==> src/rtl/gb_host_arbiter.sv <==
// Two-master arbiter for the single ghostbus host port.
// Accepts one transaction at a time from either requester (round-robin on
// contention), issues one registered write or read strobe, waits the fixed
// read latency, and returns the sampled read data to the requester that won.
module gb_host_arbiter #(
    parameter int AW = 24,
    parameter int DW = 32,
    parameter int RD = 8
) (
    input  logic          gb_clk,
    input  logic          gb_rst,
    input  logic          r0_valid,
    input  logic          r0_write,
    input  logic [AW-1:0] r0_addr,
    input  logic [DW-1:0] r0_wdata,
    output logic          r0_ready,
    output logic          r0_rvalid,
    output logic [DW-1:0] r0_rdata,
    input  logic          r1_valid,
    input  logic          r1_write,
    input  logic [AW-1:0] r1_addr,
    input  logic [DW-1:0] r1_wdata,
    output logic          r1_ready,
    output logic          r1_rvalid,
    output logic [DW-1:0] r1_rdata,
    output logic [AW-1:0] gb_addr,
    output logic [DW-1:0] gb_wdata,
    output logic          gb_wen,
    output logic          gb_rstb,
    input  logic [DW-1:0] gb_rdata,
    output logic          busy
);

    typedef enum logic [1:0] {
        S_IDLE,
        S_ISSUE,
        S_WAIT,
        S_RESP
    } state_t;

    // The counter runs RD-1 .. 0 in WAIT so the sample lands RD cycles after the strobe.
    localparam logic [7:0] CNT_LOAD = 8'(RD - 1);

    state_t        state_q,   state_d;
    logic [7:0]    cnt_q,     cnt_d;
    logic          prio_q,    prio_d;
    logic          owner_q,   owner_d;
    logic          write_q,   write_d;
    logic [AW-1:0] gb_addr_q, gb_addr_d;
    logic [DW-1:0] gb_wdata_q, gb_wdata_d;
    logic          gb_wen_q,  gb_wen_d;
    logic          gb_rstb_q, gb_rstb_d;
    logic [DW-1:0] rdata0_q,  rdata0_d;
    logic [DW-1:0] rdata1_q,  rdata1_d;

    logic          grant0;
    logic          grant1;

    // Grant is combinational in IDLE only; a contested request goes to prio.
    always_comb begin
        grant0 = (state_q == S_IDLE) & r0_valid & (~r1_valid | ~prio_q);
        grant1 = (state_q == S_IDLE) & r1_valid & (~r0_valid |  prio_q);
    end

    // Next-state and datapath: latch the winning request, sequence strobe/wait/response.
    always_comb begin
        // NOTE: every signal gets a default first so no path through the case infers a latch.
        state_d    = state_q;
        cnt_d      = cnt_q;
        prio_d     = prio_q;
        owner_d    = owner_q;
        write_d    = write_q;
        gb_addr_d  = gb_addr_q;
        gb_wdata_d = gb_wdata_q;
        gb_wen_d   = 1'b0;
        gb_rstb_d  = 1'b0;
        rdata0_d   = rdata0_q;
        rdata1_d   = rdata1_q;

        unique case (state_q)
            S_IDLE: begin
                if (grant0 | grant1) begin
                    owner_d    = grant1;
                    write_d    = grant1 ? r1_write : r0_write;
                    gb_addr_d  = grant1 ? r1_addr  : r0_addr;
                    gb_wdata_d = grant1 ? r1_wdata : r0_wdata;
                    prio_d     = ~grant1;
                    gb_wen_d   = write_d;
                    gb_rstb_d  = ~write_d;
                    state_d    = S_ISSUE;
                end
            end
            S_ISSUE: begin
                if (write_q) begin
                    state_d = S_IDLE;
                end else begin
                    cnt_d   = CNT_LOAD;
                    state_d = S_WAIT;
                end
            end
            S_WAIT: begin
                if (cnt_q == 8'd0) begin
                    if (owner_q) rdata1_d = gb_rdata;
                    else         rdata0_d = gb_rdata;
                    state_d = S_RESP;
                end else begin
                    cnt_d = cnt_q - 8'd1;
                end
            end
            S_RESP: begin
                state_d = S_IDLE;
            end
            default: begin
                state_d = S_IDLE;
            end
        endcase
    end

    // State and output registers; reset drops any transaction in flight.
    always_ff @(posedge gb_clk or posedge gb_rst) begin
        if (gb_rst) begin
            state_q    <= S_IDLE;
            cnt_q      <= '0;
            prio_q     <= 1'b0;
            owner_q    <= 1'b0;
            write_q    <= 1'b0;
            gb_addr_q  <= '0;
            gb_wdata_q <= '0;
            gb_wen_q   <= 1'b0;
            gb_rstb_q  <= 1'b0;
            rdata0_q   <= '0;
            rdata1_q   <= '0;
        end else begin
            // NOTE: non-blocking assignments so every register updates from pre-edge values.
            state_q    <= state_d;
            cnt_q      <= cnt_d;
            prio_q     <= prio_d;
            owner_q    <= owner_d;
            write_q    <= write_d;
            gb_addr_q  <= gb_addr_d;
            gb_wdata_q <= gb_wdata_d;
            gb_wen_q   <= gb_wen_d;
            gb_rstb_q  <= gb_rstb_d;
            rdata0_q   <= rdata0_d;
            rdata1_q   <= rdata1_d;
        end
    end

    assign r0_ready  = grant0;
    assign r1_ready  = grant1;
    assign r0_rvalid = (state_q == S_RESP) & ~owner_q;
    assign r1_rvalid = (state_q == S_RESP) &  owner_q;
    assign r0_rdata  = rdata0_q;
    assign r1_rdata  = rdata1_q;
    assign gb_addr   = gb_addr_q;
    assign gb_wdata  = gb_wdata_q;
    assign gb_wen    = gb_wen_q;
    assign gb_rstb   = gb_rstb_q;
    assign busy      = (state_q != S_IDLE);

endmodule
==> config.mk <==
export PLATFORM = sky130hd
export DESIGN_NAME = gb_host_arbiter
export DESIGN_NICKNAME = d
export VERILOG_FILES = /design/src/rtl/gb_host_arbiter.sv
export SDC_FILE = /design/constraint.sdc
export NUM_CORES = 1
export LEC_CHECK = 0
export ABC_CLOCK_PERIOD_IN_PS = 12200
export CELL_PAD_IN_SITES_DETAIL_PLACEMENT = 0
export CELL_PAD_IN_SITES_GLOBAL_PLACEMENT = 1
export CORE_MARGIN = 2
export CORE_UTILIZATION = 33
export DETAILED_ROUTE_END_ITERATION = 16
export PLACE_DENSITY_LB_ADDON = 0.1
export SYNTH_ARGS = -nofsm -noshare
export SYNTH_HDL_FRONTEND = slang
export SYNTH_SLANG_ARGS = --single-unit
export TNS_END_PERCENT = 20
==> constraint.sdc <==
create_clock -name gb_clk -period 12.2 [get_ports gb_clk]
set_input_delay 1.83 -clock gb_clk [delete_from_list [all_inputs] [get_ports gb_clk]]
set_output_delay 1.83 -clock gb_clk [all_outputs]
set_load 0.05 [all_outputs]
# Word level (Yosys, flattened, before mapping)
# Cells that the tools add are included.
[classes]
reduce_logical = 9
bitwise = 15
add_sub_neg = 1
eq_ne = 7
muxes = 14
[ops]
columns = ["op", "n"]
rows = [
  ["2-to-1 mux 32 bit", 1],
  ["2-to-1 mux 24 bit", 1],
  ["2-to-1 mux 8 bit", 2],
  ["case mux 8 bit (2 select lines)", 1],
  ["AND reduction 3 bit", 3],
  ["zero test 8 bit", 1],
  ["case mux 2 bit (4 select lines)", 1],
  ["subtractor 8 x 1 -> 8 bit, second input constant", 1],
  ["AND 1 bit", 6],
  ["2-to-1 mux 2 bit", 3],
  ["inequality test 2 bit, second input constant", 3],
  ["inverter 1 bit", 6],
  ["2-to-1 mux 1 bit", 5],
  ["== test 2 bit, second input constant", 2],
  ["AND reduction 2 bit", 2],
  ["nonzero test 2 bit", 2],
  ["OR 1 bit", 3],
  ["== test 2 x 1 -> 1 bit, second input constant", 1],
  ["zero test 2 bit", 1],
  ["inequality test 2 x 1 -> 1 bit, second input constant", 1],
]
[word_totals]
word_cells = 57
output_inout_bits = 127
regBits = 135
input_bits = 150

# Longest topological paths before layout
# Gate-level depths: netlist of run 1.
[depth]
depth_word = 7
depth_mapped = 8
depth_no_buf = 6

# Worst setup path after synthesis of run 1
# No wires, ideal clock.
[synth_path]
path_kind = "in2out"
from = "in r0_valid"
to = "out r1_ready"
arrival_time_ns = 2.440
slack_ns = 7.930
stages = 4
n_path_buf = 1
required_time_ns = 10.370
path_cell_list = "nand2b_1 > nand3_1 > clkinv_1 > buf_2"
[synth_between]
elab_chain_cells = 3
[synth_lines]
columns = ["element", "line", "rtl"]
rows = [
  ["from (decl)", "12", "input logic r0_valid,"],
  ["inverter 1 bit", "62", "grant1 = (state_q == S_IDLE) & r1_valid & (~r0_valid | prio_q);"],
  ["OR 1 bit", "62", ""],
  ["AND 1 bit", "62", ""],
  ["to (decl)", "23", "output logic r1_ready,"],
]
# Every way passes these cells.

# Worst setup path in the final report of run 1
[layout_path]
from = "in r0_valid"
to = "out r0_ready"
[layout_between]
elab_chain_cells = 2
[layout_lines]
columns = ["element", "line", "rtl"]
rows = [
  ["AND 1 bit (2 in a row)", "61", "grant0 = (state_q == S_IDLE) & r0_valid & (~r1_valid | ~prio_q);"],
  ["to (decl)", "16", "output logic r0_ready,"],
]
# Every way passes these cells.

==> reports/qor.txt, run 1 <==
Number of global-route vias before repair = 4686
Setup Buffers After CTS = 0
Critical path launch point type = primary input
RSZ-0062 raised after global routing = no
Via count of the routed design = 4527
Die Footprint = 18200 um^2
Unique cell type count in the Yosys netlist = 42
Worst-Skew Late Latency = 0.41 ns
Total power = 2.35 mW
CTS buffer count = 17
Run status = completed
Worst-margin pin slew = 1.10 ns
H-Tree Depth = 4
GRT Util Overall = 17.4%
# rows = 47
Largest net degree at the start of global routing = 74
Commonest non-fill, non-tap cell in the layout = clkdlybuf4s50_1
Yosys warns = 0
Share of cells above drive strength 1 = 14.2%
N_diodes = 0
Sequential Power Share = 28.9%
Fill count = 1452
Comb pwr share = 47.9%
Syn nets = 615
HP Class = register to register
Most frequent cells in the layout = clkdlybuf4s50_1 (276), dfrtp_1 (135), nand2_1 (122)
Leak = 4.10 nW
PortBufs = 276
DR WL/cell = 16.2 um
Cells after synthesis = 463
Number of gates resized after CTS = 0
Core area = 16700 um^2
Synth Register Bits = 135
Power Internal = 1.33 mW
Hold Vio Cnt, Final = 0
Clock power share = 23.2%
CP Class = primary input to primary output
Hold buffer count at CTS = 0
Max FO, Critical Path = 59
Synth-to-Final Area Change = 62.3%
Total wire length = 15700 um
TritonCTS clock tree = done
Synth async-reset ratio = 100%
Top FF cell, synth = dfrtp_1
Minimum clock period = 6.12 ns
GRT Residual Overflow = 0
RePlAce Congestion = 0.794
Final slew viol count = 0
# DRC = 0
Maxcap violations = 0
Initial antenna violation count = 0
Fmax = 0.163 GHz
Root Driver = clkbuf_16
Die X-Extent = 135 um
Post-synth EDFFs = 0
Initial DRC Count = 167
Hold_ws = 0.468 ns
Psw = 1.01 mW
P per Cell Area = 255 nW/um^2
Post-Syn Area per Cell = 12.2 um^2
Final HPWL DP = 11400 um
Crit. End Element = primary output
Worst Skew = 0.00894 ns
Synth Cell Area = 5670 um^2
Worst VDD drop = 0.132 mV
Die Y = 135 um
Vias per cell = 4.69
Final setup TNS = 0 ns
Worst relative slew slack = 26.5%
Clock Pin Slew Worst Setup and Hold Paths = 0.06 ns
Starting Density = 33.9%
Worst EP arrival = 4.29 ns
Tcrit/Tclk final = 50.2%
Top-Level Pins = 277
Required time worst endpoint = 10.37 ns
Final setup vio count = 0
Sequential share of the synthesized area = 59.6%
Nets@finish = 886
Pre-antenna DRT Iters = 4
Switching share of power = 43.1%
First-pass GRT wire length = 24400 um
Clk buf depth = 2
Clock sink count = 135
Post-route ant nets = 0
critical path, cell delays in order:
cell and delay, ns:
clkdlybuf4s50_1 0.58, nand3_1 0.19, inv_2 0.72, clkdlybuf4s50_1 0.96
cells in the mapped netlist, types with 3 or more instances:
master    instances  share of area, %
a22oi_1          56               7.4
mux2_1            3              0.60
buf_12            3               1.1
mux2i_1           4              0.71
clkbuf_1          8              0.53
mux2_4           30               8.0
mux2_2           31               6.2
buf_4             5              0.66
nor2_1           10              0.66
nand2_1         122               8.1
buf_2             8              0.71
inv_1             7              0.46
o21ai_0           3              0.26
nand3_1           5              0.44
dfrtp_1         135                60
routing by layer:
layer | up-vias | routed length, um | track usage, % | share of wire [%]
met4 | 0 | 209 | 5.96 | 1.3
met2 | 199 | 7630 | 28.8 | 49
met1 | 2161 | 6400 | 21.0 | 41
met3 | 21 | 1420 | 6.57 | 9.1
li1 | 2146 | - | - | -
met5 | - | 0 | 0 | 0
kinds of logic (layout without fill, tap and decap cells):
logic type / after synthesis / after routing / share of synthesized area (%)
buffers and inverters: 36 / 319 / 3.89
XOR/XNOR: 1 / 1 / 0.155
flip-flops: 135 / 135 / 59.6
multiplexers: 68 / 68 / 15.4
AND/OR/NAND/NOR: 154 / 154 / 11.8
adder cells (fa/ha/maj): 2 / 2 / 0.442
AO/OA/AOI/OAI: 67 / 67 / 8.70
power by group through the flow:
stage / Combinational, mW / Sequential (mW) / Clock (mW)
after floorplan: 0.290 / 1.12 / 0
after global placement: 1.13 / 0.677 / 0
after detailed placement: 1.14 / 0.683 / 0
after CTS: 1.14 / 0.678 / 0.559
after global routing: 1.19 / 0.697 / 0.583
final: 1.12 / 0.677 / 0.545
sequential cells by signal, indices dropped and copies added, names as in the netlist, named ones only:
register and flops:
r0_rdata 32, cnt_q 8, state_q 1, prio_q 1, gb_wdata 32, r1_rdata 32, gb_addr 24, gb_wen 1
write_q 1, gb_rstb 1, owner_q 1
cell type report:
type / instances / area, um^2 / area share, %
inverters: 9 / 36.3 / 0.395
flip-flops and latches: 135 / 3380 / 36.7
repair buffers: 279 / 2790 / 30.3
well taps: 220 / 275 / 2.99
clock inverters: 11 / 171 / 1.86
multi-input cells: 292 / 2080 / 22.6
clock buffers: 20 / 467 / 5.08
metrics by stage:
stage                     instances  setup WS, ns  cell area (um^2)  utilization [%]
after floorplan                 463          6.76              5670                -
after global placement          935          6.12              8550             51.2
after detailed placement        935          6.02              8550             51.2
after CTS                       966          6.02              9190             55.0
after global routing            966          5.89              9190             55.0
final                           966          6.08              9190             55.0
path summary, 6_finish.rpt:
kind                                  start      endpoint  slack, ns  cells after the start
worst min-delay path            gb_addr[21]   gb_addr[21]       0.47                      2
max in group asynchronous            gb_rst   gb_addr[23]       8.87                      3
min in group asynchronous            gb_rst  r1_rdata[26]       1.90                      2
worst max-delay path               r0_valid      r0_ready       6.08                      4
worst max register to register     cnt_q[0]  r0_rdata[31]       9.55                      6
worst min register to register  gb_addr[21]   gb_addr[21]       0.47                      2
Note: power is estimated with default switching activity, not from simulation.
==> inputs of run 2 (changes only) <==
- ABC_CLOCK_PERIOD_IN_PS: 12200 -> 4960
- CORE_UTILIZATION: 33 -> 28
- clock period: 12.2 -> 4.96 ns (I/O delays scaled with it)
==> run 2 against run 1 <==
  * Via count rose by 0.77%
  * Total power increased by 140%
  * Non-clock buffer count is 2 higher
  * Critical path type unchanged
==> reports/qor.txt, run 2 (synthesis results as in run 1) <==
RSZ-0062 raised after global routing = no
Clock sink count = 135 (unchanged)
Die Y = 146 um (+8.3%)
GRT Residual Overflow = 0 (unchanged)
Die Footprint = 21400 um^2 (+17%)
HP Class = register to register
Starting Density = 28.3% (-5.7 points)
Clock Pin Slew Worst Setup and Hold Paths = 0.06 ns (about the same)
Core area = 20000 um^2 (+20%)
Worst-margin pin slew = 1.13 ns (+0.0271 ns)
H-Tree Depth = 4 (unchanged)
Top-Level Pins = 277 (unchanged)
Pre-antenna DRT Iters = 4 (unchanged)
Worst-Skew Late Latency = 0.41 ns (about the same)
# rows = 52 (+11%)
# DRC = 0 (unchanged)
TritonCTS clock tree = done
CP Class = primary input to primary output
Leak = 4.07 nW (-0.72%)
Number of global-route vias before repair = 4626 (-1.3%)
Vias per cell = 4.48 (-4.5%)
Final HPWL DP = 11600 um (+1.6%)
Initial DRC Count = 175 (+4.8%)
Fmax = 0.315 GHz
Max FO, Critical Path = 4 (-93%)
Total power = 5.69 mW (+140%)
Critical path launch point type = primary input
Final slew viol count = 0 (unchanged)
Commonest non-fill, non-tap cell in the layout = clkdlybuf4s50_1
Crit. End Element = primary output
RePlAce Congestion = 0.714 (-10%)
DR WL/cell = 16.1 um (-0.81%)
First-pass GRT wire length = 26100 um (+7.2%)
Fill count = 1863 (+28%)
Clk buf depth = 2 (unchanged)
Die X-Extent = 146 um (+8.3%)
Worst relative slew slack = 24.7% (-1.8 points)
Maxcap violations = 0 (unchanged)
Initial antenna violation count = 0 (unchanged)
Total wire length = 16400 um (+4.6%)
Worst EP arrival = 2.43 ns (-1.86 ns)
Number of gates resized after CTS = 0 (unchanged)
PortBufs = 276 (unchanged)
GRT Util Overall = 15.5% (-1.9 points)
Hold buffer count at CTS = 0 (unchanged)
Post-route ant nets = 0 (unchanged)
Setup Buffers After CTS = 0 (unchanged)
Synth-to-Final Area Change = 62.6%
Minimum clock period = 3.17 ns
Via count of the routed design = 4562 (+0.77%)
Hold Vio Cnt, Final = 0 (unchanged)
Worst VDD drop = 0.243 mV (+84%)
Nets@finish = 888 (+0.23%)
Root Driver = clkbuf_16
Path depth of the worst reg2reg path = 6 (unchanged)
N_diodes = 0 (unchanged)
Final setup TNS = 0 ns (unchanged)
WHS Path Cells = 2 (unchanged)
Tcrit/Tclk final = 64.0%
P per Cell Area = 617 nW/um^2 (+140%)
Run status = completed
Most frequent cells in the layout = clkdlybuf4s50_1 (276), dfrtp_1 (135), nand2_1 (122)
Largest net degree at the start of global routing = 77 (+4.1%)
CTS buffer count = 17 (unchanged)
Worst Skew = 0.0115 ns (+0.00251 ns)
Required time worst endpoint = 4.22 ns (-6.15 ns)
Share of cells above drive strength 1 = 14.6% (+0.34 points)
Final setup vio count = 0 (unchanged)
Worst R2R Setup Slack = 2.29 ns (-7.26 ns)
==> run 2: report_power, final <==
part | leakage [nW] | switching (mW) | total, mW | internal, mW
clock | 0.269 | 0.523 | 1.24 | 0.717
combinational | 2.11 | 1.82 | 2.78 | 0.951
sequential | 1.70 | 0.217 | 1.67 | 1.45
total | 4.07 | 2.56 | 5.69 | 3.12
==> run 2: final timing paths <==
path / start / end
hold reg to reg: gb_addr[1] / gb_addr[1]
max in group asynchronous: gb_rst / gb_addr[0]
setup / recovery: r1_valid / r1_ready
hold / removal: gb_addr[1] / gb_addr[1]
setup reg to reg: cnt_q[0] / r0_rdata[31]
min in group asynchronous: gb_rst / r1_rdata[28]
==> run 2: per-stage QoR <==
step / worst slack (ns) / area (um^2) / instances / utilization (%) / hold WS (ns)
3_3_place_gp: 1.82 / 8630 / 987 / 43.1 / 0.458
4_1_cts: 1.79 / 9210 / 1019 / 46.0 / 0.477
6_report: 1.79 / 9210 / 1019 / 46.0 / 0.473
5_1_grt: 1.70 / 9210 / 1019 / 46.0 / 0.490
2_1_floorplan: 0.605 / 5670 / 463 / - / 0.468
3_5_place_dp: 1.80 / 8630 / 987 / 43.1 / 0.462
==> run 2: cell type report <==
| cell class | instances | area (um^2) | area share (%) |
|---|---|---|---|
| Clock buffer | 18 | 439 | 4.77 |
| Clock inverter | 14 | 140 | 1.52 |
| Inverter | 9 | 38.8 | 0.421 |
| Multi-Input combinational cell | 292 | 2080 | 22.6 |
| Sequential cell | 135 | 3380 | 36.7 |
| Tap cell | 270 | 338 | 3.67 |
| Timing Repair Buffer | 281 | 2800 | 30.4 |
==> run 2: worst max-delay path, cell delays in order <==
cell	delay, ns
clkdlybuf4s50_1	0.58
nand3_1	0.19
clkinv_1	0.11
clkdlybuf4s50_1	0.81
==> run 2: routing by layer <==
layer	track usage, %	wire [um]	vias up	part of all wire [%]
met5	0	0	-	0
met4	5.58	313	0	1.9
met3	5.44	1280	20	7.8
met2	23.5	7390	199	45
met1	20.7	7400	2187	45
li1	-	-	2156	-
